File: src/rtl/pipeline_hazard_ctrl_if.sv
// Signal bundle between the hazard controller and the pipeline datapath.
// The datapath (master) supplies stage information; the controller (slave) returns stall/flush controls.
interface pipeline_hazard_ctrl_if #(
  parameter int PERF_W = 16
);
  // Stage information from the datapath
  logic              fwd_en;
  logic [3:0]        id_rn;
  logic [3:0]        id_rm;
  logic              id_use_rn;
  logic              id_use_rm;
  logic [3:0]        exe_dest;
  logic              exe_wb_en;
  logic              exe_mem_read;
  logic [3:0]        mem_dest;
  logic              mem_wb_en;
  logic              branch_taken;
  logic              mem_req;
  logic              mem_ready;

  // Controls back to the datapath
  logic              freeze_if;
  logic              freeze_id;
  logic              bubble_id;
  logic              flush_if;
  logic              flush_id;
  logic              freeze_back;
  logic              mem_timeout;
  logic [PERF_W-1:0] stall_cycles;
  logic              dbg_wait;      // 1 while the memory-wait FSM is in WAIT

  modport master (
    output fwd_en, id_rn, id_rm, id_use_rn, id_use_rm,
           exe_dest, exe_wb_en, exe_mem_read, mem_dest, mem_wb_en,
           branch_taken, mem_req, mem_ready,
    input  freeze_if, freeze_id, bubble_id, flush_if, flush_id,
           freeze_back, mem_timeout, stall_cycles, dbg_wait
  );

  modport slave (
    input  fwd_en, id_rn, id_rm, id_use_rn, id_use_rm,
           exe_dest, exe_wb_en, exe_mem_read, mem_dest, mem_wb_en,
           branch_taken, mem_req, mem_ready,
    output freeze_if, freeze_id, bubble_id, flush_if, flush_id,
           freeze_back, mem_timeout, stall_cycles, dbg_wait
  );
endinterface

File: src/rtl/pipeline_hazard_ctrl.sv
// Stall/flush controller for the 5-stage pipeline: memory stalls beat taken-branch flushes,
// which beat RAW hazard bubbles. Also tracks a sticky memory timeout and a stall-cycle counter.
module pipeline_hazard_ctrl #(
  parameter int TIMEOUT_CYCLES = 255,
  parameter int CNT_W          = 8,
  parameter int PERF_W         = 16
) (
  input logic                   clk,
  input logic                   rst,
  pipeline_hazard_ctrl_if.slave hz
);

  typedef enum logic {
    ST_IDLE = 1'b0,
    ST_WAIT = 1'b1
  } state_t;

  localparam logic [CNT_W-1:0] TIMEOUT_V = CNT_W'(TIMEOUT_CYCLES);

  state_t            state_q, state_d;
  logic [CNT_W-1:0]  wait_cnt_q, wait_cnt_d;
  logic              flush_pend_q, flush_pend_d;
  logic              mem_timeout_q, mem_timeout_d;
  logic [PERF_W-1:0] stall_q, stall_d;

  logic mem_stall;
  logic exe_match;
  logic mem_match;
  logic raw_hazard;
  logic flush_req;

  logic freeze_if, freeze_id, freeze_back, bubble_id, flush_if, flush_id;

  assign mem_stall = hz.mem_req & ~hz.mem_ready;

  assign exe_match = (hz.id_use_rn && (hz.id_rn == hz.exe_dest)) ||
                     (hz.id_use_rm && (hz.id_rm == hz.exe_dest));
  assign mem_match = (hz.id_use_rn && (hz.id_rn == hz.mem_dest)) ||
                     (hz.id_use_rm && (hz.id_rm == hz.mem_dest));

  // With forwarding only a load in EXE cannot be bypassed in time.
  assign raw_hazard = hz.fwd_en ? (exe_match & hz.exe_wb_en & hz.exe_mem_read)
                                : ((exe_match & hz.exe_wb_en) | (mem_match & hz.mem_wb_en));

  // A branch seen during a memory stall is remembered and flushed once the stall clears.
  assign flush_req = (hz.branch_taken | flush_pend_q) & ~mem_stall;

  always_comb begin
    state_d    = state_q;
    wait_cnt_d = wait_cnt_q;
    case (state_q)
      ST_IDLE: begin
        if (mem_stall) begin
          state_d    = ST_WAIT;
          wait_cnt_d = CNT_W'(1);
        end
      end
      ST_WAIT: begin
        if (hz.mem_ready) begin
          state_d    = ST_IDLE;
          wait_cnt_d = '0;
        end else if (wait_cnt_q != TIMEOUT_V) begin
          wait_cnt_d = wait_cnt_q + 1'b1;
        end
      end
      default: begin
        state_d    = ST_IDLE;
        wait_cnt_d = '0;
      end
    endcase
  end

  always_comb begin
    freeze_if   = 1'b0;
    freeze_id   = 1'b0;
    freeze_back = 1'b0;
    bubble_id   = 1'b0;
    flush_if    = 1'b0;
    flush_id    = 1'b0;
    if (rst) begin
      if (mem_stall) begin
        freeze_if   = 1'b1;
        freeze_id   = 1'b1;
        freeze_back = 1'b1;
      end else if (flush_req) begin
        flush_if = 1'b1;
        flush_id = 1'b1;
      end else if (raw_hazard) begin
        freeze_if = 1'b1;
        bubble_id = 1'b1;
      end
    end
  end

  always_comb begin
    flush_pend_d  = mem_stall ? (flush_pend_q | hz.branch_taken) : 1'b0;
    // Timeout is flagged as the counter reaches the limit, i.e. right after the N-th wait cycle.
    mem_timeout_d = mem_timeout_q | (wait_cnt_d == TIMEOUT_V);
    stall_d       = stall_q;
    if (freeze_if && (stall_q != '1)) begin
      stall_d = stall_q + 1'b1;
    end
  end

  always_ff @(posedge clk) begin
    if (!rst) begin
      state_q       <= ST_IDLE;
      wait_cnt_q    <= '0;
      flush_pend_q  <= 1'b0;
      mem_timeout_q <= 1'b0;
      stall_q       <= '0;
    end else begin
      state_q       <= state_d;
      wait_cnt_q    <= wait_cnt_d;
      flush_pend_q  <= flush_pend_d;
      mem_timeout_q <= mem_timeout_d;
      stall_q       <= stall_d;
    end
  end

  assign hz.freeze_if    = freeze_if;
  assign hz.freeze_id    = freeze_id;
  assign hz.freeze_back  = freeze_back;
  assign hz.bubble_id    = bubble_id;
  assign hz.flush_if     = flush_if;
  assign hz.flush_id     = flush_id;
  assign hz.mem_timeout  = mem_timeout_q;
  assign hz.stall_cycles = stall_q;
  assign hz.dbg_wait     = (state_q == ST_WAIT);

endmodule

File: src/flat_wrapper.sv
// flat-port wrapper written by rule: the top's interface ports become plain ports
module pipeline_hazard_ctrl_flat 
#(
  parameter int TIMEOUT_CYCLES = 255,
  parameter int CNT_W          = 8,
  parameter int PERF_W         = 16
)
  (clk, rst, hz_fwd_en, hz_id_rn, hz_id_rm, hz_id_use_rn, hz_id_use_rm, hz_exe_dest, hz_exe_wb_en, hz_exe_mem_read, hz_mem_dest, hz_mem_wb_en, hz_branch_taken, hz_mem_req, hz_mem_ready, hz_freeze_if, hz_freeze_id, hz_bubble_id, hz_flush_if, hz_flush_id, hz_freeze_back, hz_mem_timeout, hz_stall_cycles, hz_dbg_wait);
  pipeline_hazard_ctrl_if #(.PERF_W(PERF_W)) hz_i ();
  input logic clk;
  input logic rst;
  input wire logic [$bits(hz_i.fwd_en)-1:0] hz_fwd_en;
  input wire logic [$bits(hz_i.id_rn)-1:0] hz_id_rn;
  input wire logic [$bits(hz_i.id_rm)-1:0] hz_id_rm;
  input wire logic [$bits(hz_i.id_use_rn)-1:0] hz_id_use_rn;
  input wire logic [$bits(hz_i.id_use_rm)-1:0] hz_id_use_rm;
  input wire logic [$bits(hz_i.exe_dest)-1:0] hz_exe_dest;
  input wire logic [$bits(hz_i.exe_wb_en)-1:0] hz_exe_wb_en;
  input wire logic [$bits(hz_i.exe_mem_read)-1:0] hz_exe_mem_read;
  input wire logic [$bits(hz_i.mem_dest)-1:0] hz_mem_dest;
  input wire logic [$bits(hz_i.mem_wb_en)-1:0] hz_mem_wb_en;
  input wire logic [$bits(hz_i.branch_taken)-1:0] hz_branch_taken;
  input wire logic [$bits(hz_i.mem_req)-1:0] hz_mem_req;
  input wire logic [$bits(hz_i.mem_ready)-1:0] hz_mem_ready;
  output wire logic [$bits(hz_i.freeze_if)-1:0] hz_freeze_if;
  output wire logic [$bits(hz_i.freeze_id)-1:0] hz_freeze_id;
  output wire logic [$bits(hz_i.bubble_id)-1:0] hz_bubble_id;
  output wire logic [$bits(hz_i.flush_if)-1:0] hz_flush_if;
  output wire logic [$bits(hz_i.flush_id)-1:0] hz_flush_id;
  output wire logic [$bits(hz_i.freeze_back)-1:0] hz_freeze_back;
  output wire logic [$bits(hz_i.mem_timeout)-1:0] hz_mem_timeout;
  output wire logic [$bits(hz_i.stall_cycles)-1:0] hz_stall_cycles;
  output wire logic [$bits(hz_i.dbg_wait)-1:0] hz_dbg_wait;
  assign hz_i.fwd_en = hz_fwd_en;
  assign hz_i.id_rn = hz_id_rn;
  assign hz_i.id_rm = hz_id_rm;
  assign hz_i.id_use_rn = hz_id_use_rn;
  assign hz_i.id_use_rm = hz_id_use_rm;
  assign hz_i.exe_dest = hz_exe_dest;
  assign hz_i.exe_wb_en = hz_exe_wb_en;
  assign hz_i.exe_mem_read = hz_exe_mem_read;
  assign hz_i.mem_dest = hz_mem_dest;
  assign hz_i.mem_wb_en = hz_mem_wb_en;
  assign hz_i.branch_taken = hz_branch_taken;
  assign hz_i.mem_req = hz_mem_req;
  assign hz_i.mem_ready = hz_mem_ready;
  assign hz_freeze_if = hz_i.freeze_if;
  assign hz_freeze_id = hz_i.freeze_id;
  assign hz_bubble_id = hz_i.bubble_id;
  assign hz_flush_if = hz_i.flush_if;
  assign hz_flush_id = hz_i.flush_id;
  assign hz_freeze_back = hz_i.freeze_back;
  assign hz_mem_timeout = hz_i.mem_timeout;
  assign hz_stall_cycles = hz_i.stall_cycles;
  assign hz_dbg_wait = hz_i.dbg_wait;
  pipeline_hazard_ctrl #(.TIMEOUT_CYCLES(TIMEOUT_CYCLES), .CNT_W(CNT_W), .PERF_W(PERF_W)) u_core (.clk(clk), .rst(rst), .hz(hz_i));
endmodule
File: config.mk
export PLATFORM = sky130hd
export DESIGN_NAME = pipeline_hazard_ctrl_flat
export DESIGN_NICKNAME = d
export VERILOG_FILES = /design/src/rtl/pipeline_hazard_ctrl_if.sv /design/src/rtl/pipeline_hazard_ctrl.sv /design/src/flat_wrapper.sv
export SDC_FILE = /design/constraint.sdc
export NUM_CORES = 1
export LEC_CHECK = 0
export CAP_MARGIN = 40
export CORE_ASPECT_RATIO = 0.7
export CORE_MARGIN = 2
export CORE_UTILIZATION = 40
export CTS_CLUSTER_DIAMETER = 50
export DETAILED_ROUTE_END_ITERATION = 12
export PLACE_DENSITY = 0.66
export SYNTH_ARGS = -nofsm -noshare
export SYNTH_HDL_FRONTEND = slang
export SYNTH_SLANG_ARGS = --single-unit
File: constraint.sdc
create_clock -name clk -period 4.53 [get_ports clk]
set_input_delay 0.6795 -clock clk [delete_from_list [all_inputs] [get_ports clk]]
set_output_delay 0.6795 -clock clk [all_outputs]
set_load 0.03 [all_outputs]
==> results by group, run 1 <==
Clock network
  • CTS tree: built
  • CTS H-tree lvls: 1
  • Clk buf depth: 2
  • Hold buffers post-CTS: 0
  • Clock latency at the later pin of the worst-skew pair: 0.28 ns
  • CTS Buf Count: 3
  • Clock Pin Slew Worst Setup and Hold Paths: 0.10 ns
  • Clk sinks: 27
  • Buffer count from post-CTS setup fixing: 0
  • CTS root buf: clkbuf_8
  • Post-CTS sizing: 0

Pwr
  • Switching share of power: 27.7%
  • Power Density: 188 nW/um^2
  • Peak VDD IR: 0.115 mV
  • Lkg Pwr: 0.000847 uW
  • Clk network pwr share: 29.8%
  • Internal power: 348 uW
  • Logic gate share of total power: 19.6%
  • Net Switching: 133 uW
  • Reg power frac: 50.6%

Detailed routing
  • WL per Instance: 14.0 microns
  • Via count: 1919
  • Initial detailed-routing violation count: 295
  • Detail Route Antenna Nets: 0
  • Vias per inst: 5.48
  • Residual DRC: 0
  • Drt first pass iters: 4
  • Total Wirelength: 4910 microns

Worst setup path
  • R2r endpoint: u_core.hz.mem_timeout$_SDFF_PN0_
  • Crit path arrival time: 3.25 ns
  • Kind of critical path: in2out
  • CP peak stage delay: 0.85 ns
  • Worst setup path endpoint: hz_freeze_if
  • Crit-path max FO: 13
  • Startpoint Class: input pin
  • Cells on worst reg2reg path: 7
  • Crit path capture type: output port
  • Critical Path, Cell by Cell: clkdlybuf4s50_1, xor2_1, nor4_1, and4_4, o41ai_4, nand2_1, clkdlybuf4s50_1
  • Flop-to-flop setup slack: 2.20 ns
  • Critical Path Start: hz_id_rn[1]
  • R2R Path Start: u_core.wait_cnt_q[0]$_SDFF_PN0_
  • Worst EP required: 3.85 ns
  • Critical-path top delay cell: o41ai_4
  • CP most frequent cell: clkdlybuf4s50_1

Synthesis
  • Main synth FF type: dfxtp_1
  • Mean Syn Cell Area: 8.33 sq um
  • Yosys Warn Count: 0
  • Post-Syn Instances: 238
  • Post-synth ARST share: 0%
  • Synthesized area: 1980 sq um
  • Syn Nets: 267
  • Synth unique cells: 54
  • Synth Register Bits: 27
  • Post-synth EDFFs: 0
  • Sequential share of the synthesized area: 27.3%

Cells and area
  • Final core occ: 53.5%
  • Final instance area: 2560 sq um
  • Nets@finish: 311
  • Fill cells: 464
  • Share of cells above drive strength 1: 7.47%
  • Antenna cells: 0
  • Area Growth Syn to Fin: 29.0%

STA
  • Final hold violations: 0
  • TNS Setup: 0 ns
  • Slew @ Worst Pin: 0.964 ns
  • Final worst path period need: 3.93 ns
  • RSZ-0062 raised after global routing: false
  • Worst Clk Skew: 0.00551 ns
  • Final WS setup: 0.596 ns
  • Rel. slew slack: 35.5%
  • Tcrit/Tclk final: 86.8%
  • Setup violations, final: 0
  • Max Clk Rate: 254 MHz
  • Max-slew violations: 0

Hold path
  • Worst min-delay path class: reg2reg
  • Cells on Worst Hold Path: 1

Place
  • Final GP Congestion: 0.947
  • Final HPWL DP: 3790 microns
  • IO Port Bufs: 50
  • Dpl cell area: 2510 sq um
  • Dpl ws: 0.612 ns

Floorplanning
  • Initial Utilization: 41.4%
  • Die width: 88.1 microns
  • Num rows: 21
  • Die Ht: 62.9 microns
  • IO Count: 51
  • Core footprint: 4780 sq um
  • Die ar.: 5540 sq um

GRT
  • Gr usage total: 18.3%
  • Number of global-route vias before repair: 1574
  • Global-route wire length before repair: 8110 microns
  • Initial antenna violation count: 0
  • Congestion Overflow GR: 0
  • Largest net degree at the start of global routing: 39

Status
  • Status: finished clean

Run
  • Max-cap violations: 0
-- worst max-delay path: cells and delay by family --
kind / cells / cell delay [ns]
AO/OA/AOI/OAI: 1 / 0.85
XOR/XNOR: 1 / 0.18
buffers and inverters: 2 / 1.13
AND/OR/NAND/NOR: 3 / 0.41
-- layout by cell type (no fill, tap or decap), drive strengths merged, types with 6 or more instances in the layout --
cell type and n:
clkdlybuf4s50 50, nand2 31, dfxtp 27, nand2b 16, nor2 16, mux2i 15, nand3 14, xor2 10
nand4 9, a21oi 8, a211oi 8, xnor2 6
-- metal layers --
metal / wire (microns) / up-vias / global-route usage, %
li1: - / 968 / -
met1: 2610 / 856 / 30.2
met2: 1730 / 91 / 22.5
met3: 526 / 4 / 4.89
met4: 44 / 0 / 3.98
met5: 0 / - / 0
-- stage by stage --
step                instances  hold slack (ns)  total power, uW
global placement          346            0.455              342
finish                    350            0.482              481
CTS                       350            0.485              488
detailed placement        346            0.460              343
floorplan                 238            0.454              301
global route              350            0.520              508
-- layout make-up --
type	instances	area, sq um	share of cell area [%]
clock buffers	3	41.3	1.61
clock inverters	1	7.51	0.294
inverters	5	18.8	0.734
multi-input cells	194	1360	53.0
flip-flops and latches	27	541	21.1
well taps	69	86.3	3.38
repair buffers	51	508	19.9
-- cells by family after synthesis --
family,synth area share [%]
AO/OA/AOI/OAI,18.1
multiplexers,7.58
adder cells (fa/ha/maj),1.26
XOR/XNOR,7.07
flip-flops,27.3
AND/OR/NAND/NOR,34.3
buffers and inverters,4.36
-- flip-flops by register name, summed over array words and instances, names as in the netlist --
register	count
u_core.flush_pend_q	1
u_core.hz.dbg_wait	1
u_core.hz.mem_timeout	1
u_core.hz.stall_cycles	16
u_core.wait_cnt_q	8
-- power by group through the flow --
| stage | Combinational (uW) | Clock (uW) | Sequential, uW |
|---|---|---|---|
| floorplan | 48.8 | 0 | 252 |
| CTS | 94.7 | 149 | 244 |
| finish | 94.2 | 143 | 244 |
| detailed placement | 94.0 | 0 | 249 |
| global route | 103 | 161 | 245 |
| global placement | 93.3 | 0 | 249 |
-- cell usage after synthesis, types with 2 or more instances --
| cell | instances | area [sq um] |
|---|---|---|
| nand2_1 | 31 | 116 |
| dfxtp_1 | 27 | 541 |
| nand2b_1 | 16 | 100 |
| mux2i_1 | 15 | 150 |
| nand3_1 | 14 | 70.1 |
| nor2_1 | 14 | 52.6 |
| xor2_1 | 10 | 87.6 |
| nand4_1 | 8 | 50.1 |
| a21oi_1 | 7 | 35.0 |
| a211oi_2 | 6 | 75.1 |
| xnor2_1 | 6 | 52.6 |
| and2_1 | 5 | 31.3 |
| clkbuf_1 | 5 | 18.8 |
| inv_1 | 5 | 18.8 |
| nor3_1 | 5 | 25.0 |
| and3_1 | 4 | 25.0 |
| nor2b_1 | 4 | 25.0 |
| a31oi_1 | 3 | 18.8 |
| buf_2 | 3 | 15.0 |
| buf_4 | 3 | 22.5 |
| o21ai_0 | 3 | 15.0 |
| a211oi_1 | 2 | 15.0 |
| a32o_1 | 2 | 20.0 |
| and4_1 | 2 | 17.5 |
| ha_1 | 2 | 25.0 |
| nor4_1 | 2 | 12.5 |
| nor4_2 | 2 | 25.0 |
| o221a_1 | 2 | 22.5 |
| o31ai_1 | 2 | 15.0 |
| o32ai_1 | 2 | 17.5 |
| o41ai_1 | 2 | 17.5 |
| or4_1 | 2 | 15.0 |
-- worst min-delay path by stage --
stage                                      startpoint                                endpoint  slack [ns]
5_1_grt        u_core.hz.stall_cycles[7]$_SDFFE_PN0P_  u_core.hz.stall_cycles[7]$_SDFFE_PN0P_        0.52
4_1_cts              u_core.hz.mem_timeout$_SDFF_PN0_        u_core.hz.mem_timeout$_SDFF_PN0_        0.49
2_1_floorplan          u_core.flush_pend_q$_SDFF_PN0_          u_core.flush_pend_q$_SDFF_PN0_        0.45
6_report             u_core.hz.mem_timeout$_SDFF_PN0_        u_core.hz.mem_timeout$_SDFF_PN0_        0.48
3_3_place_gp         u_core.hz.mem_timeout$_SDFF_PN0_        u_core.hz.mem_timeout$_SDFF_PN0_        0.46
3_5_place_dp         u_core.hz.mem_timeout$_SDFF_PN0_        u_core.hz.mem_timeout$_SDFF_PN0_        0.46
Note: power is estimated with default switching activity, not from simulation.
==> run 2, diff against run 1 <==
--- a/config.mk
+++ b/config.mk
@@ -8,10 +8,10 @@
 export CAP_MARGIN = 40
 export CORE_ASPECT_RATIO = 0.7
 export CORE_MARGIN = 2
-export CORE_UTILIZATION = 40
+export CORE_UTILIZATION = 50
 export CTS_CLUSTER_DIAMETER = 50
 export DETAILED_ROUTE_END_ITERATION = 12
-export PLACE_DENSITY = 0.66
+export PLACE_DENSITY = 0.8
 export SYNTH_ARGS = -nofsm -noshare
 export SYNTH_HDL_FRONTEND = slang
 export SYNTH_SLANG_ARGS = --single-unit
==> run 2 against run 1 <==
  * Sequential power hardly changed
  * Routed wire length is 0.61% higher
  * Register-to-register slack worse by 0.04 ns
  * Flip-flop and latch count stayed put
  * Critical path type unchanged
==> results by group, run 2 (synthesized netlist as in run 1, its figures left out) <==
STA
  • Fin Hold WS: 0.478 ns
  • Tcrit/Tclk final: 86.2%
  • Final hold violations: 0
  • Worst Clk Skew: 0.00286 ns
  • TNS Setup: 0 ns
  • Setup violations, final: 0
  • Max Clk Rate: 256 MHz
  • RSZ-0062 raised after global routing: false
  • Max-slew violations: 0
  • Final worst path period need: 3.91 ns
  • Rel. slew slack: 36.9%
  • Slew @ Worst Pin: 0.943 ns

Clock network
  • Clk sinks: 27
  • CTS Buf Count: 3
  • Clock latency at the later pin of the worst-skew pair: 0.28 ns
  • CTS tree: built
  • CTS root buf: clkbuf_8
  • Post-CTS sizing: 0
  • Clk buf depth: 2
  • Clock Pin Slew Worst Setup and Hold Paths: 0.10 ns
  • Hold buffers post-CTS: 0
  • Buffer count from post-CTS setup fixing: 0
  • CTS H-tree lvls: 1

Place
  • Dpl cell area: 2490 sq um
  • Cell count after placement: 329
  • IO Port Bufs: 50
  • Final HPWL DP: 3780 microns
  • Final GP Congestion: 0.967

Worst setup path
  • CP most frequent cell: clkdlybuf4s50_1
  • Critical Path, Cell by Cell: clkdlybuf4s50_1, xor2_1, nor4_1, and4_4, o41ai_4, nand2_1, clkdlybuf4s50_1
  • Kind of critical path: in2out
  • Crit-path max FO: 13
  • Crit path capture type: output port
  • Startpoint Class: input pin
  • Flop-to-flop setup slack: 2.16 ns
  • Crit path arrival time: 3.23 ns
  • CP peak stage delay: 0.83 ns
  • Critical-path top delay cell: o41ai_4
  • Worst EP required: 3.85 ns

Cells and area
  • Share of cells above drive strength 1: 7.47%
  • Commonest non-fill, non-tap cells in the layout: 50 x clkdlybuf4s50_1, 31 x nand2_1, 27 x dfxtp_1
  • Area Growth Syn to Fin: 27.8%
  • Final instance area: 2530 sq um
  • Commonest non-fill, non-tap cell in the layout: clkdlybuf4s50_1
  • Final core occ: 65.8%
  • Largest register FFs: 16
  • Nets@finish: 311
  • Post-route insts no fill: 333
  • Antenna cells: 0

GRT
  • Initial antenna violation count: 0
  • Gr usage total: 22.6%
  • Number of global-route vias before repair: 1623
  • Global-route wire length before repair: 7960 microns
  • Congestion Overflow GR: 0
  • Largest net degree at the start of global routing: 39

Pwr
  • Lkg Pwr: 0.000850 uW
  • Peak VDD IR: 0.118 mV
  • Power Density: 190 nW/um^2

Floorplanning
  • IO Count: 51
  • Die ar.: 4490 sq um
  • Initial Utilization: 51.5%
  • Core footprint: 3850 sq um
  • Num rows: 19
  • Die width: 79.3 microns
  • Die Ht: 56.7 microns

Detailed routing
  • Via count: 1953
  • Detail Route Antenna Nets: 0
  • Total Wirelength: 4940 microns
  • Initial detailed-routing violation count: 215
  • Drt first pass iters: 5
  • Vias per inst: 5.86
  • WL per Instance: 14.8 microns
  • Residual DRC: 0

Status
  • Status: finished clean

Hold path
  • Worst min-delay path class: reg2reg

Run
  • Max-cap violations: 0
[run 2: changes by cell type in the layout (fill, tap and decap cells not counted), sizes merged]
cell      before  now
clkinv         0    1
clkinvlp       1    0
[run 2: stage by stage]
stage	power [uW]	setup WS, ns
floorplan	301	1.80
global placement	342	0.663
detailed placement	343	0.646
CTS	484	0.640
global route	500	0.440
finish	481	0.624
[run 2: per-layer routing]
metal  track usage, %  routed length [microns]
met5                0                        0
met4             7.39                       52
met3             6.43                      457
met2             30.1                     1990
met1             34.5                     2440
[run 2: cell type report]
class | count | area, sq um
sequential | 27 | 541
clock buffer | 3 | 41.3
multi-input combinational | 194 | 1360
fill | 343 | 1320
clock inverter | 1 | 5.00
tap | 52 | 65.1
timing repair buffer | 51 | 508
inverter | 5 | 18.8
[run 2: worst paths after layout]
check / from / end / cells after the start
setup reg to reg: u_core.wait_cnt_q[0]$_SDFF_PN0_ / u_core.hz.mem_timeout$_SDFF_PN0_ / 7
setup / recovery: hz_exe_dest[3] / hz_freeze_if / 7
hold reg to reg: u_core.hz.mem_timeout$_SDFF_PN0_ / u_core.hz.mem_timeout$_SDFF_PN0_ / 1
hold / removal: u_core.hz.mem_timeout$_SDFF_PN0_ / u_core.hz.mem_timeout$_SDFF_PN0_ / 1
[run 2: critical path, delay by kind of cell]
family,cells,cell delay (ns)
AO/OA/AOI/OAI,1,0.83
AND/OR/NAND/NOR,3,0.40
buffers and inverters,2,1.14
XOR/XNOR,1,0.18
[run 2: power breakdown]
group	internal (uW)	switching, uW
logic	45.6	48.9
registers	240	3.80
clock network	61.9	81.0
==> run 3, diff against run 2 <==
--- a/config.mk
+++ b/config.mk
@@ -5,6 +5,7 @@
 export SDC_FILE = /design/constraint.sdc
 export NUM_CORES = 1
 export LEC_CHECK = 0
+export ABC_AREA = 1
 export CAP_MARGIN = 40
 export CORE_ASPECT_RATIO = 0.7
 export CORE_MARGIN = 2
==> run 3 against run 2 <==
  * Worst setup slack better by 0.43 ns
  * Register-to-register slack improved by 0.41 ns
  * Count of clock-buffer cells in the layout unchanged
  * Critical path depth is 1 lower
  * Clock skew is 0.0049 ns higher
  * Non-clock buffer count decreased by 1
  * Power fell by 4.1%
  * Via count rose by 1.9%
  * Maximum frequency up 12%
  * Hold slack got worse by 0.019 ns
  * Routed wire length decreased by 12%
  * Flip-flop and latch count did not move
==> results by group, run 3 <==
Hold path
  • Worst min-delay path class: reg2reg

GRT
  • Gr usage total: 20.6%
  • Congestion Overflow GR: 0
  • Largest net degree at the start of global routing: 27
  • Initial antenna violation count: 0
  • Global-route wire length before repair: 7590 microns
  • Number of global-route vias before repair: 1833

Detailed routing
  • Detail Route Antenna Nets: 0
  • Drt first pass iters: 4
  • WL per Instance: 10.8 microns
  • Residual DRC: 0
  • Via count: 1991
  • Vias per inst: 4.92
  • Total Wirelength: 4370 microns
  • Initial detailed-routing violation count: 88

STA
  • Rel. slew slack: 66.7%
  • Final WS setup: 1.05 ns
  • Setup violations, final: 0
  • RSZ-0062 raised after global routing: false
  • Final hold violations: 0
  • TNS Setup: 0 ns
  • Final worst path period need: 3.48 ns
  • Max-slew violations: 0
  • Tcrit/Tclk final: 76.8%
  • Worst Clk Skew: 0.00772 ns
  • Slew @ Worst Pin: 0.498 ns
  • Max Clk Rate: 287 MHz

Worst setup path
  • Crit-path max FO: 26
  • Worst setup path endpoint: hz_freeze_if
  • Crit path capture type: output port
  • Cells on worst reg2reg path: 7
  • Critical Path, Cell by Cell: clkdlybuf4s50_1, inv_2, nor2_1, inv_2, nand2_4, clkdlybuf4s50_1
  • Crit path arrival time: 2.80 ns
  • R2r endpoint: u_core.hz.stall_cycles[9]$_SDFFE_PN0P_
  • R2R Path Start: u_core.hz.stall_cycles[0]$_SDFFE_PN0P_
  • Critical-path top delay cell: clkdlybuf4s50_1
  • CP peak stage delay: 0.73 ns
  • Flop-to-flop setup slack: 2.57 ns
  • Critical Path Start: rst
  • Worst EP required: 3.85 ns
  • Startpoint Class: input pin
  • Kind of critical path: in2out

Cells and area
  • Share of cells above drive strength 1: 7.93%
  • Commonest non-fill, non-tap cell in the layout: nand2_1
  • Post-route insts no fill: 405
  • Fill cells: 354
  • Final instance area: 2510 sq um
  • Antenna cells: 0
  • Final core occ: 65.2%
  • Commonest non-fill, non-tap cells in the layout: 72 x nand2_1, 50 x clkdlybuf4s50_1, 47 x nor2_1
  • Largest register FFs: 16
  • Area Growth Syn to Fin: 26.8%
  • Nets@finish: 383

Synthesis
  • Synth area leaders: dfxtp_1 27%, nand2_1 14%, nor2_1 8.9%, inv_1 8.1%, nand3_1 7.1%
  • Synth top cells by count: 72 x nand2_1, 47 x nor2_1, 43 x inv_1
  • Post-synth ARST share: 0%
  • Cell taking the most area after synthesis: dfxtp_1
  • Synth Register Bits: 27
  • Most frequent cell after synthesis: nand2_1
  • Syn Nets: 336
  • Synthesized area: 1980 sq um
  • Post-Syn Instances: 307
  • Mean Syn Cell Area: 6.45 sq um
  • Post-synth EDFFs: 0
  • Synth unique cells: 28
  • Share of the synthesized area in the top cell type: 27.3%
  • Main synth FF type: dfxtp_1
  • Sequential share of the synthesized area: 27.3%
  • Yosys Warn Count: 0

Clock network
  • Clk buf depth: 2
  • CTS tree: built
  • Hold buffers post-CTS: 0
  • CTS Buf Count: 3
  • Post-CTS sizing: 0
  • Buffer count from post-CTS setup fixing: 0
  • Clock latency at the later pin of the worst-skew pair: 0.27 ns
  • Clk sinks: 27
  • CTS root buf: clkbuf_8
  • CTS H-tree lvls: 1
  • Clock Pin Slew Worst Setup and Hold Paths: 0.08 ns

Floorplanning
  • Num rows: 19
  • Die ar.: 4490 sq um
  • Die Ht: 56.7 microns
  • Initial Utilization: 51.4%
  • Die width: 79.2 microns
  • Core footprint: 3850 sq um
  • IO Count: 51

Place
  • Dpl cell area: 2460 sq um
  • Final GP Congestion: 0.900
  • Cell count after placement: 401
  • Dpl ws: 1.07 ns
  • IO Port Bufs: 50
  • Final HPWL DP: 3570 microns

Run
  • Max-cap violations: 0

Pwr
  • Lkg Pwr: 0.00105 uW
  • Peak VDD IR: 0.141 mV
  • Power Density: 184 nW/um^2

Status
  • Status: finished clean
==> run 3: changes by cell type in the layout (fill, tap and decap cells not counted), moves of 5 or more <==
cell	previous run	this run
nand2_1	31	72
inv_1	5	43
nor2_1	14	47
nand2b_1	16	0
mux2i_1	15	0
nand3_1	14	28
a21oi_1	7	17
nand3_2	0	7
a211oi_2	6	0
a21oi_2	1	7
o21ai_0	3	9
and2_1	5	0
==> run 3: power breakdown <==
| part | internal (uW) | switching, uW | total [uW] |
|---|---|---|---|
| Combinational | 40.0 | 45.5 | 85.6 |
| Sequential | 239 | 2.90 | 242 |
| Clock | 61.6 | 71.8 | 133 |
| Total | 341 | 120 | 461 |
==> run 3: critical path: cells and delay by family <==
kind,cells,cell delay [ns]
buf+inv,4,1.63
simple gates,2,0.49
==> run 3: cells by family (layout without fill, tap and decap cells) <==
logic type / Yosys count / in the layout / share of synthesized area [%]
flops: 27 / 27 / 27.3
buf+inv: 53 / 99 / 12.6
compound gates: 35 / 35 / 10.4
simple gates: 172 / 172 / 40.4
fa+ha+maj: 2 / 2 / 1.26
xor+xnor: 18 / 18 / 7.96
==> run 3: how the worst min path moves through the flow <==
stage                                          start                                to  slack (ns)  cells after the start
detailed placement    u_core.flush_pend_q$_SDFF_PN0_    u_core.flush_pend_q$_SDFF_PN0_        0.45                      2
global placement    u_core.hz.mem_timeout$_SDFF_PN0_  u_core.hz.mem_timeout$_SDFF_PN0_        0.44                      2
floorplan             u_core.flush_pend_q$_SDFF_PN0_    u_core.flush_pend_q$_SDFF_PN0_        0.43                      2
CTS                   u_core.flush_pend_q$_SDFF_PN0_    u_core.flush_pend_q$_SDFF_PN0_        0.46                      2
global route          u_core.flush_pend_q$_SDFF_PN0_    u_core.flush_pend_q$_SDFF_PN0_        0.49                      2
finish                u_core.flush_pend_q$_SDFF_PN0_    u_core.flush_pend_q$_SDFF_PN0_        0.46                      2
==> run 3: cell type report <==
type	count	area (sq um)	share of cell area [%]
multi-input cells	227	1190	47.4
clock inverters	1	5.00	0.199
flip-flops and latches	27	541	21.5
inverters	45	169	6.73
repair buffers	50	500	19.9
clock buffers	3	41.3	1.64
well taps	52	65.1	2.59
==> run 3: layer usage <==
layer	GRT usage, %	vias to the layer above	part of all wire, %
li1	-	1064	-
met1	29.0	879	51
met2	32.8	46	44
met3	4.50	2	4.1
met4	3.45	0	0.27
met5	0	-	0
==> run 3: metrics by stage <==
step | total power, uW | hold WS (ns)
final | 461 | 0.459
after global routing | 483 | 0.486
after detailed placement | 334 | 0.448
after CTS | 464 | 0.461
after global placement | 333 | 0.444
after floorplan | 298 | 0.430
